<file path="config.mk">
export PLATFORM = sky130hd
export DESIGN_NAME = seq_alu
export DESIGN_NICKNAME = d
export VERILOG_FILES = /design/src/rtl/seq_alu.sv
export SDC_FILE = /design/constraint.sdc
export NUM_CORES = 1
export LEC_CHECK = 0
export ABC_AREA = 1
export CAP_MARGIN = 20
export CORE_UTILIZATION = 55
export CTS_CLUSTER_DIAMETER = 120
export CTS_CLUSTER_SIZE = 20
export DETAILED_ROUTE_END_ITERATION = 10
export HOLD_SLACK_MARGIN = 0.03
export PLACE_DENSITY = 0.75
export SYNTH_ARGS = -nofsm -noshare
export SYNTH_HDL_FRONTEND = slang
export SYNTH_SLANG_ARGS = --single-unit
</file>
<file path="constraint.sdc">
create_clock -name clk -period 3.09 [get_ports clk]
set_input_delay 0.927 -clock clk [delete_from_list [all_inputs] [get_ports clk]]
set_output_delay 0.927 -clock clk [all_outputs]
set_load 0.01 [all_outputs]
</file>
<file path="src/rtl/seq_alu.sv">
// seq_alu: W-bit add/sub, Booth signed multiply and restoring unsigned divide with streamed results
// Ports: clk; rst (sync, active-low); in (X then Y under valid); op_codes (sampled with X);
//        o/ready/last result stream; ovf/err status (valid with ready); busy while executing.
module seq_alu #(
  parameter int W = 8
) (
  input  logic         clk,
  input  logic         rst,
  input  logic [W-1:0] in,
  input  logic [1:0]   op_codes,
  input  logic         valid,
  output logic [W-1:0] o,
  output logic         ready,
  output logic         last,
  output logic         ovf,
  output logic         err,
  output logic         busy
);
  localparam int CW = $clog2(W);
  typedef enum logic [2:0] {IDLE, GET_Y, EXEC, ITER, OUT_HI, OUT_LO} state_t;
  state_t state, state_n;
  logic [1:0] op;
  logic [W-1:0] q, m, sum, it_q;
  logic [W:0] a, mx, ba, ds, dd, it_a;
  logic q1, dz, v, last_it;
  logic [CW-1:0] cnt;
  // q holds X and becomes the multiplier / quotient register; a is one bit wider than a word
  always_comb begin
    mx = {m[W-1], m};
    ba = (q[0] && !q1) ? a - mx : (!q[0] && q1) ? a + mx : a;
    ds = {a[W-1:0], q[W-1]};
    dd = ds - {1'b0, m};
    it_a = op[0] ? (dd[W] ? ds : dd) : {ba[W], ba[W:1]};
    it_q = op[0] ? {q[W-2:0], !dd[W]} : {ba[0], q[W-1:1]};
    sum = op[0] ? q - m : q + m;
    v = (op[0] ? q[W-1] != m[W-1] : q[W-1] == m[W-1]) && sum[W-1] != q[W-1];
    last_it = cnt == CW'(W - 1);
    state_n = state;
    case (state)
      IDLE:    state_n = valid ? GET_Y : IDLE;
      GET_Y:   state_n = valid ? (op[1] ? ITER : EXEC) : GET_Y;
      EXEC:    state_n = OUT_LO;
      ITER:    state_n = last_it ? OUT_HI : ITER;
      OUT_HI:  state_n = OUT_LO;
      OUT_LO:  state_n = IDLE;
      default: state_n = IDLE;
    endcase
  end
  always_ff @(posedge clk) begin
    if (!rst) begin
      state <= IDLE;
      op    <= '0;
      q     <= '0;
      m     <= '0;
      a     <= '0;
      q1    <= 1'b0;
      dz    <= 1'b0;
      cnt   <= '0;
      o     <= '0;
      ready <= 1'b0;
      last  <= 1'b0;
      ovf   <= 1'b0;
      err   <= 1'b0;
      busy  <= 1'b0;
    end else begin
      state <= state_n;
      o     <= '0;
      ready <= 1'b0;
      last  <= 1'b0;
      ovf   <= 1'b0;
      err   <= 1'b0;
      case (state)
        IDLE: if (valid) begin
          q  <= in;
          op <= op_codes;
        end
        GET_Y: if (valid) begin
          m    <= in;
          a    <= '0;
          q1   <= 1'b0;
          cnt  <= '0;
          dz   <= op == 2'b11 && in == '0;
          busy <= 1'b1;
        end
        EXEC: begin
          o     <= sum;
          ovf   <= v;
          ready <= 1'b1;
          last  <= 1'b1;
        end
        ITER: begin
          a   <= it_a;
          q   <= it_q;
          q1  <= q[0];
          cnt <= cnt + 1'b1;
          // the high word is loaded straight from the final iteration so it strobes next cycle
          if (last_it) begin
            o     <= op[0] ? it_q : it_a[W-1:0];
            err   <= dz;
            ready <= 1'b1;
          end
        end
        OUT_HI: begin
          o     <= op[0] ? a[W-1:0] : q;
          err   <= dz;
          ready <= 1'b1;
          last  <= 1'b1;
        end
        OUT_LO: busy <= 1'b0;
        default: ;
      endcase
    end
  end
endmodule

</file>
==> results of run 1 <==
per-layer routing:
metal,GRT usage (%),wire [µm],vias to the layer above
met5,0,0,-
met4,10.9,291,0
met3,4.71,1030,25
met2,52.5,5270,213
met1,41.7,4740,1882
li1,-,-,2005
layout by cell type, fill, tap and decap left out, types with 2 or more instances in the layout:
cell type / netlist / routed
o21ai_0: 38 / 38
dfxtp_1: 48 / 47
nor3_2: 3 / 3
nand3_1: 35 / 35
o22ai_1: 6 / 6
clkinvlp_4: 0 / 2
a21oi_1: 50 / 50
o21ai_1: 9 / 9
a31oi_1: 11 / 11
buf_4: 4 / 10
nor2_1: 43 / 42
nor2_4: 5 / 5
o211ai_1: 5 / 5
or2_2: 3 / 3
a22o_1: 2 / 2
nor2_2: 6 / 7
xor2_1: 8 / 8
clkdlybuf4s50_1: 0 / 25
nand4_1: 3 / 3
inv_1: 76 / 75
fa_1: 4 / 4
nand2_2: 4 / 4
inv_4: 2 / 2
a211oi_1: 5 / 5
ha_1: 35 / 34
a21oi_2: 4 / 4
nand2_1: 127 / 127
and2_1: 2 / 2
nand3b_1: 4 / 4
nor3_4: 2 / 2
clkbuf_8: 3 / 6
inv_2: 18 / 19
nor4_1: 2 / 2
xnor2_1: 4 / 4
o21bai_1: 3 / 3
nor3_1: 2 / 2
layout make-up:
type	count	area (µm²)
multi-input combinational	436	2590
fill	622	2480
tap	96	120
timing repair buffer	35	325
inverter	96	365
clock inverter	2	15.0
sequential	48	962
clock buffer	6	82.6
flip-flops by register name, summed over array words and instances (netlist names), 2 cells and up:
name   count
state      3
o          8
a          9
m          8
cnt        3
q          8
op         2
cells by family (layout without fill, tap and decap cells):
kind of cell | Yosys count | in the layout
fa+ha+maj | 39 | 39
buf+inv | 111 | 139
simple gates | 243 | 243
xor+xnor | 13 | 13
compound gates | 141 | 141
flops | 48 | 48
worst max-delay path: cells and delay by family, from the launching register on:
| family | cells | cell delay (ns) |
|---|---|---|
| adders and majority gates | 3 | 0.99 |
| AOI/OAI and AO/OA | 5 | 0.61 |
| and+or+nand+nor | 4 | 0.49 |
| DFF | 1 | 0.38 |
| buffers and inverters | 3 | 0.33 |
timing repair:
item	4_1_cts	5_1_grt
endpoints found under the hold margin	0	0
gates resized for setup	0	4
endpoints found under the setup margin	0	7
path summary, 6_finish.rpt:
| check | startpoint | end | slack (ns) | depth (start not counted) |
|---|---|---|---|---|
| worst max-delay path | q[7]$_SDFFE_PN0P_ | a[6]$_SDFFE_PN0P_ | 0.20 | 15 |
| worst min-delay path | dz$_SDFFE_PN0P_ | err$_SDFF_PN0_ | 0.47 | 2 |
| worst max register to register | q[7]$_SDFFE_PN0P_ | a[6]$_SDFFE_PN0P_ | 0.20 | 15 |
| worst min register to register | dz$_SDFFE_PN0P_ | err$_SDFF_PN0_ | 0.47 | 2 |
power by group:
group | leakage [nW] | internal (mW) | total [mW] | switching [mW]
Clock | 0.0434 | 0.181 | 0.400 | 0.219
Sequential | 0.391 | 0.656 | 0.695 | 0.0395
Combinational | 1.65 | 0.324 | 0.893 | 0.569
Total | 2.08 | 1.16 | 1.99 | 0.827
metrics by stage:
stage	utilization, %	std cells	hold WS (ns)	power, mW	setup WS, ns
floorplan	-	595	0.423	1.37	0.643
detailed placement	62.8	711	0.454	1.57	0.173
CTS	64.2	719	0.471	1.97	0.177
finish	64.3	719	0.472	1.99	0.202
global placement	62.8	711	0.441	1.55	0.256
global route	64.3	719	0.493	2.13	0.00595
==> metrics.txt, run 1 <==
status=complete, no violations; GP Congestion=0.994; grt ovf=0; Max Transition Viols Final=0; crit path kind=register to register; Slew @ Worst Pin=0.573 ns; leakage power total=2.08 nW; crit path max fanout=6; CTS tree=built; FMAX=0.346 GHz; GRT Total Usage=31.5%; Peak VDD IR=0.327 mV; routed vias=4125; largest net degree at the start of global routing=24; Wirelength per Cell=15.8 µm; clk buf depth=2; Ys Warns=0; post-synthesis xor/xnor area fraction=3.01%; Synth Cell Area=4030 µm²; WL final=11.3 mm; Die Ht=87.6 µm; max cap viols=0; post-synthesis compound-gate area fraction=20.4%; HP Class=register to register; post-route ant nets=0; ys async rst share=0%; cells along the critical path=inv_2, ha_1, inv_1, fa_1, nand4_1, nand3_1, a21oi_1, o21bai_1, ha_2, nand2_1, inv_1, nand2_1, o22ai_1, a21oi_1, o22ai_1; layout cells sized above 1=12.0%; Main synth FF type=dfxtp_1; PortBufs=25; initial drt markers=383; crit path time final=2.89 ns; simple-gate share of the synthesized area=27.9%; net count reported at finish=674; slowest stage delay, CP=0.42 ns; initial antenna violation count=0; synthesized area per cell=6.77 µm²; CTS Buf Count=5; Worst setup SP type=register; post-synth top area share=23.9%; WP data arrival=3.12 ns; EDFF count, synth=0; ant diodes=0; area leader, netlist=dfxtp_1; vias in the first global route=3921; Synth Area in Adders=12.9%; Vias/cell=5.74; Post-Layout Inst Area=4460 µm²; growth of design area from synthesis to finish=10.8%; Reg clk slew, reported paths=0.09 ns; CTS Hold Bufs=0; Post-route DRC=0; most common cell in the netlist=nand2_1; Syn Nets=647; H-tree depth=2; mux share of post-synthesis cell area=0%; clock sinks=48; synth top area cells=dfxtp_1 (24%), nand2_1 (12%), ha_1 (11%); sequential area share after synthesis=23.9%; row cnt=30; # IOs=26; synth unique cells=49; RSZ-0062 raised after global routing=no; placed cell areas=4360 µm²; main combinational cell family by area after synthesis=simple AND/OR/NAND/NOR gates; WP data required=3.32 ns; CORE AREA=6940 µm²; Final Hold Viols=0; Mapped Cells=595; root buf cell=clkbuf_8; Rel. slew slack=61.6%; setup repair bufs after CTS=0; setup_tns=0 ns; Final Cycle Share=93.5%; first-pass GRT wire length=18.7 mm; slowest CP cell=fa_1; Final Skew=0.00601 ns; clk_lat worst skew=0.30 ns; DP HPWL=8.97 mm; die width=87.6 µm; PwrDens=446 nW/µm²; DRT Pass-1 Iters=5; crit end category=register; synthesized flop and latch total=48; DIE AREA=7670 µm²; initial core utilization=58.0%; final setup violating endpoints=0; Synth top cells by count=nand2_1 (127), inv_1 (76), a21oi_1 (50), dfxtp_1 (48), nor2_1 (43)
(Power assumes the default switching activity.)
==> inputs of run 2 (changes only) <==
- ABC_AREA: 1 -> unset
- CORE_MARGIN: unset -> 4
- CORE_UTILIZATION: 55 -> 60
- PLACE_DENSITY: 0.75 -> 0.81
==> run 2 against run 1 <==
  * First-iteration DRC count is 16% higher
  * Clock power is 22% higher
  * Final cell count is 15% lower
  * Critical path depth is 1 lower
  * Hold slack worse by 0.029 ns
  * Combinational power is 31% lower
  * Register-to-register slack worse by 0.05 ns
  * Largest cell class unchanged
  * Highest routed layer unchanged
==> metrics.txt, run 2 <==
Mapped Cells=505; Worst Setup SP=q[7]$_SDFFE_PN0P_; vias in the first global route=3685; die width=89.4 µm; # IOs=26; H-tree depth=2; root buf cell=clkbuf_8; clk buf depth=2; synthesized area per cell=7.88 µm²; crit path kind=register to register; row cnt=29; clock sinks=48; placed cell areas=4340 µm²; Wirelength per Cell=18.1 µm; Worst setup SP type=register; CTS tree=built; Max Transition Viols Final=0; post-route ant nets=0; Synth Cell Area=3980 µm²; crit path time final=2.94 ns; R2R setup slack=0.15 ns; max cap viols=0; CORE AREA=6390 µm²; commonest cells after routing, fill and taps aside=nand2_1 (55), nor2_1 (53), a21oi_1 (48), dfxtp_1 (48), ha_1 (35); crit path max fanout=13; max reg flops=9; HP Class=register to register; Die Ht=89.4 µm; Slew @ Worst Pin=0.978 ns; initial core utilization=62.3%; synth unique cells=73; WL final=11.0 mm; initial drt markers=443; Reg-to-Reg Start=q[7]$_SDFFE_PN0P_; GRT Total Usage=28.7%; growth of design area from synthesis to finish=12.3%; largest net degree at the start of global routing=27; WP data required=3.32 ns; Post-route DRC=0; Vias/cell=6.46; setup repair bufs after CTS=0; Rel. slew slack=34.6%; DP HPWL=8.24 mm; Syn Nets=557; Final Skew=0.00915 ns; Ys Warns=0; RSZ-0062 raised after global routing=no; GP Congestion=0.988; sequential area share after synthesis=24.2%; net count reported at finish=583; Top reg by flops=a; layout cells sized above 1=10.2%; PortBufs=25; hold path start=dz$_SDFFE_PN0P_; final setup violating endpoints=0; Reg clk slew, reported paths=0.10 ns; setup_tns=0 ns; leakage power total=1.69 nW; CTS Buf Count=5; post-synth top area share=24.2%; Final Cycle Share=95.1%; Post-Route Utilization=70.0%; first-pass GRT wire length=17.8 mm; routed vias=3933; ys async rst share=0%; initial antenna violation count=0; Post-Layout Inst Area=4470 µm²; EDFF count, synth=0; post-layout total power=1.77 mW; Hold WS=0.443 ns; area leader, netlist=dfxtp_1; status=complete, no violations; Final Hold Viols=0; Peak VDD IR=0.364 mV; grt ovf=0; PwrDens=396 nW/µm²; WP data arrival=3.16 ns; ant diodes=0; CTS Hold Bufs=0; crit end category=register; Synth top cells by count=nand2_1 (55), nor2_1 (53), a21oi_1 (50), dfxtp_1 (48), ha_1 (35); most common cell in the netlist=nand2_1; DIE AREA=8000 µm²; commonest non-fill, non-tap cell in the layout=nand2_1; synthesized flop and latch total=48; synth top area cells=dfxtp_1 (24%), ha_1 (11%), a21oi_1 (6.3%); clk_lat worst skew=0.32 ns; Main synth FF type=dfxtp_1; FMAX=0.340 GHz; DRT Pass-1 Iters=5
==> run 2: changes by cell type after synthesis, sizes merged, moves of 7 or more <==
cell / change
xnor2: +15
buf: +7
inv: -69
nand2: -76
nand2b: +7
o21ai: -26
mux2i: +14
nor2b: +10
nand3: -30
==> run 2: cells by family (layout without fill, tap and decap cells) <==
kind of cell | after synthesis | after routing | share of synthesized area, %
buffers and inverters | 53 | 80 | 5.94
adder cells (fa/ha/maj) | 39 | 39 | 13.0
flip-flops | 48 | 48 | 24.2
AND/OR/NAND/NOR | 164 | 164 | 19.5
AO/OA/AOI/OAI | 159 | 159 | 27.4
multiplexers | 16 | 16 | 4.09
XOR/XNOR | 26 | 26 | 5.91
==> run 2: final cells by class <==
| class | count | area [µm²] |
|---|---|---|
| well taps | 77 | 96.3 |
| multi-input cells | 404 | 2790 |
| clock buffers | 5 | 68.8 |
| clock inverters | 3 | 46.3 |
| fillers | 519 | 1920 |
| inverters | 27 | 101 |
| repair buffers | 45 | 400 |
| flip-flops and latches | 48 | 961 |
==> run 2: what timing repair did <==
action                                  4_1_cts  5_1_grt
endpoints found under the setup margin        0        9
gates resized for setup                       0        4
hold endpoints to repair                      0        0
==> run 2: layer usage <==
metal	vias up	track usage, %	part of all wire (%)
li1	1878	-	-
met1	1848	37.8	44
met2	183	46.9	46
met3	24	4.79	6.9
met4	0	11.0	2.6
met5	-	0	0
==> run 2: critical path, cell delays in order, from the launching register on <==
cell and delay (ns):
dfxtp_1 0.32, inv_1 0.08, ha_1 0.17, inv_1 0.05, fa_1 0.41, a21oi_2 0.16, o211ai_1 0.12, a21oi_2 0.21
o21bai_1 0.09, a21o_1 0.18, ha_1 0.33, buf_4 0.21, mux2i_1 0.19, o21ai_0 0.08, a22o_1 0.21
==> run 2: where the power goes <==
part	internal, mW	switching (mW)	leakage, nW
registers	0.640	0.0255	0.389
logic	0.265	0.350	1.24
clock network	0.244	0.243	0.0548
total	1.15	0.619	1.69
==> run 2: worst paths after layout <==
check | cells after the start | end
setup reg to reg | 14 | a[4]$_SDFFE_PN0P_
setup / recovery | 14 | a[4]$_SDFFE_PN0P_
hold / removal | 2 | err$_SDFF_PN0_
hold reg to reg | 2 | err$_SDFF_PN0_
==> run 2: per-stage QoR <==
| step | cells | worst slack, ns |
|---|---|---|
| after global placement | 601 | 0.221 |
| after CTS | 609 | 0.0833 |
| after global routing | 609 | 0.0307 |
| after floorplan | 505 | 0.0858 |
| after detailed placement | 601 | 0.142 |
| final | 609 | 0.152 |
==> inputs of run 3 (changes only) <==
- GPL_ROUTABILITY_DRIVEN: unset -> 0
==> run 3 against run 2 <==
  * Design area about the same
  * Register-to-register slack about the same
  * Utilization about the same
  * Via count about the same
  * Global-route usage is 0.21 points higher
  * Clock-buffer cell count did not move
  * Flip-flop and latch count stayed put
  * Setup slack improved by 0.0011 ns
  * Sequential power is essentially flat
  * Largest power group unchanged
==> metrics.txt, run 3 (synthesis gave the netlist of run 2 again) <==
status=complete, no violations; Die Ht=89.4 µm; Final Skew=0.0101 ns; # IOs=26; CORE AREA=6390 µm²; largest net degree at the start of global routing=26; row cnt=29; commonest non-fill, non-tap cell in the layout=nand2_1; Hold WS=0.447 ns; crit end category=register; Reg clk slew, reported paths=0.10 ns; Peak VDD IR=0.286 mV; PortBufs=25; crit path time final=2.94 ns; Fill cells=516; crit path kind=register to register; routed vias=3934; initial drt markers=291; Worst Reg2Reg Path Length in Cells=14; Final Cycle Share=95.0%; WP data arrival=3.15 ns; CTS Buf Count=5; GRT Total Usage=28.9%; hold path start=dz$_SDFFE_PN0P_; Reg-to-Reg Start=q[7]$_SDFFE_PN0P_; R2R setup slack=0.15 ns; met3 Usage GRT=5.07%; ant diodes=0; CTS tree=built; grt ovf=0; commonest cells after routing, fill and taps aside=nand2_1 (55), nor2_1 (53), a21oi_1 (48); root buf cell=clkbuf_8; H-tree depth=2; R2R Path End=a[4]$_SDFFE_PN0P_; crit path max fanout=13; DP HPWL=8.37 mm; Max Transition Viols Final=0; clock sinks=48; WL final=11.2 mm; net count reported at finish=581; initial antenna violation count=0; clk buf depth=2; post-route ant nets=0; max cap viols=0; DIE AREA=8000 µm²; Placed Instances=599; Min-Delay Path Depth=2; Top reg by flops=a; clk_lat worst skew=0.31 ns; layout cells sized above 1=10.0%; Final Hold Viols=0; Slew @ Worst Pin=0.997 ns; max reg flops=9; DRT Pass-1 Iters=5; Post-route DRC=0; HP Class=register to register; met1 Resource Use GR=36.4%; die width=89.4 µm; first-pass GRT wire length=18.0 mm; final setup violating endpoints=0; WP data required=3.31 ns; CP endpoint=a[4]$_SDFFE_PN0P_; GRT Max-Usage Layer=met2; Wirelength per Cell=18.4 µm; final non-filler cell total=607; Vias/cell=6.48; leakage power total=1.68 nW; FMAX=0.341 GHz; Worst Setup SP=q[7]$_SDFFE_PN0P_; initial core utilization=62.3%; vias in the first global route=3792; post-layout total power=1.77 mW; met2 usage=48.4%; PwrDens=397 nW/µm²; Rel. slew slack=33.3%; growth of design area from synthesis to finish=12.2%; Worst setup SP type=register
## run 3: changes by cell type in the layout (fill, tap and decap cells not counted), sizes merged
cell	before	now
buf	20	18
## run 3: worst min-delay path by stage
stage                endpoint  slack, ns
6_report       err$_SDFF_PN0_       0.45
5_1_grt        err$_SDFF_PN0_       0.47
4_1_cts        err$_SDFF_PN0_       0.44
3_5_place_dp   err$_SDFF_PN0_       0.43
3_3_place_gp   err$_SDFF_PN0_       0.42
2_1_floorplan  err$_SDFF_PN0_       0.41
## run 3: worst max-delay path, stage by stage (launching register included)
cell and delay (ns):
dfxtp_1 0.32, inv_1 0.11, ha_1 0.20, inv_1 0.06, fa_1 0.41, a21oi_2 0.17
o211ai_1 0.14, a21oi_2 0.18, o21bai_1 0.08, a21o_1 0.21, ha_4 0.29, buf_6 0.16
mux2i_1 0.19, o21ai_0 0.10, a22o_1 0.22
## run 3: repair_timing
| item | in CTS | in global routing |
|---|---|---|
| setup buffers | 0 | 0 |
| setup endpoints to repair | 3 | 10 |
| pin swaps | 0 | 1 |
| hold buffers | 0 | 0 |
| resized for setup | 1 | 4 |
## run 3: stage by stage
step / cell area (µm²) / util (%) / worst slack, ns / TNS [ns]
3_3_place_gp: 4330 / 67.7 / 0.133 / 0
2_1_floorplan: 3980 / - / 0.0858 / 0
3_5_place_dp: 4330 / 67.7 / -0.0317 / -0.0317
4_1_cts: 4440 / 69.6 / 0.00858 / 0
5_1_grt: 4470 / 69.9 / -0.00289 / -0.00289
6_report: 4470 / 69.9 / 0.153 / 0
## run 3: cell type report
type	count	area, µm²	area share, %
repair buffers	43	389	8.71
multi-input cells	404	2800	62.7
well taps	77	96.3	2.16
inverters	27	101	2.27
flip-flops and latches	48	962	21.5
clock inverters	3	46.3	1.04
clock buffers	5	68.8	1.54
## run 3: metal layers
layer  vias up  share of wire, %
met5         -                 0
met4         0               3.6
met3        46               7.7
met2       186                47
met1      1831                41
li1       1871                 -
## run 3: report_power, final
group,switching [mW],internal [mW],total [mW]
logic,0.356,0.270,0.627
registers,0.0262,0.640,0.667
clock network,0.235,0.244,0.480
total,0.618,1.15,1.77
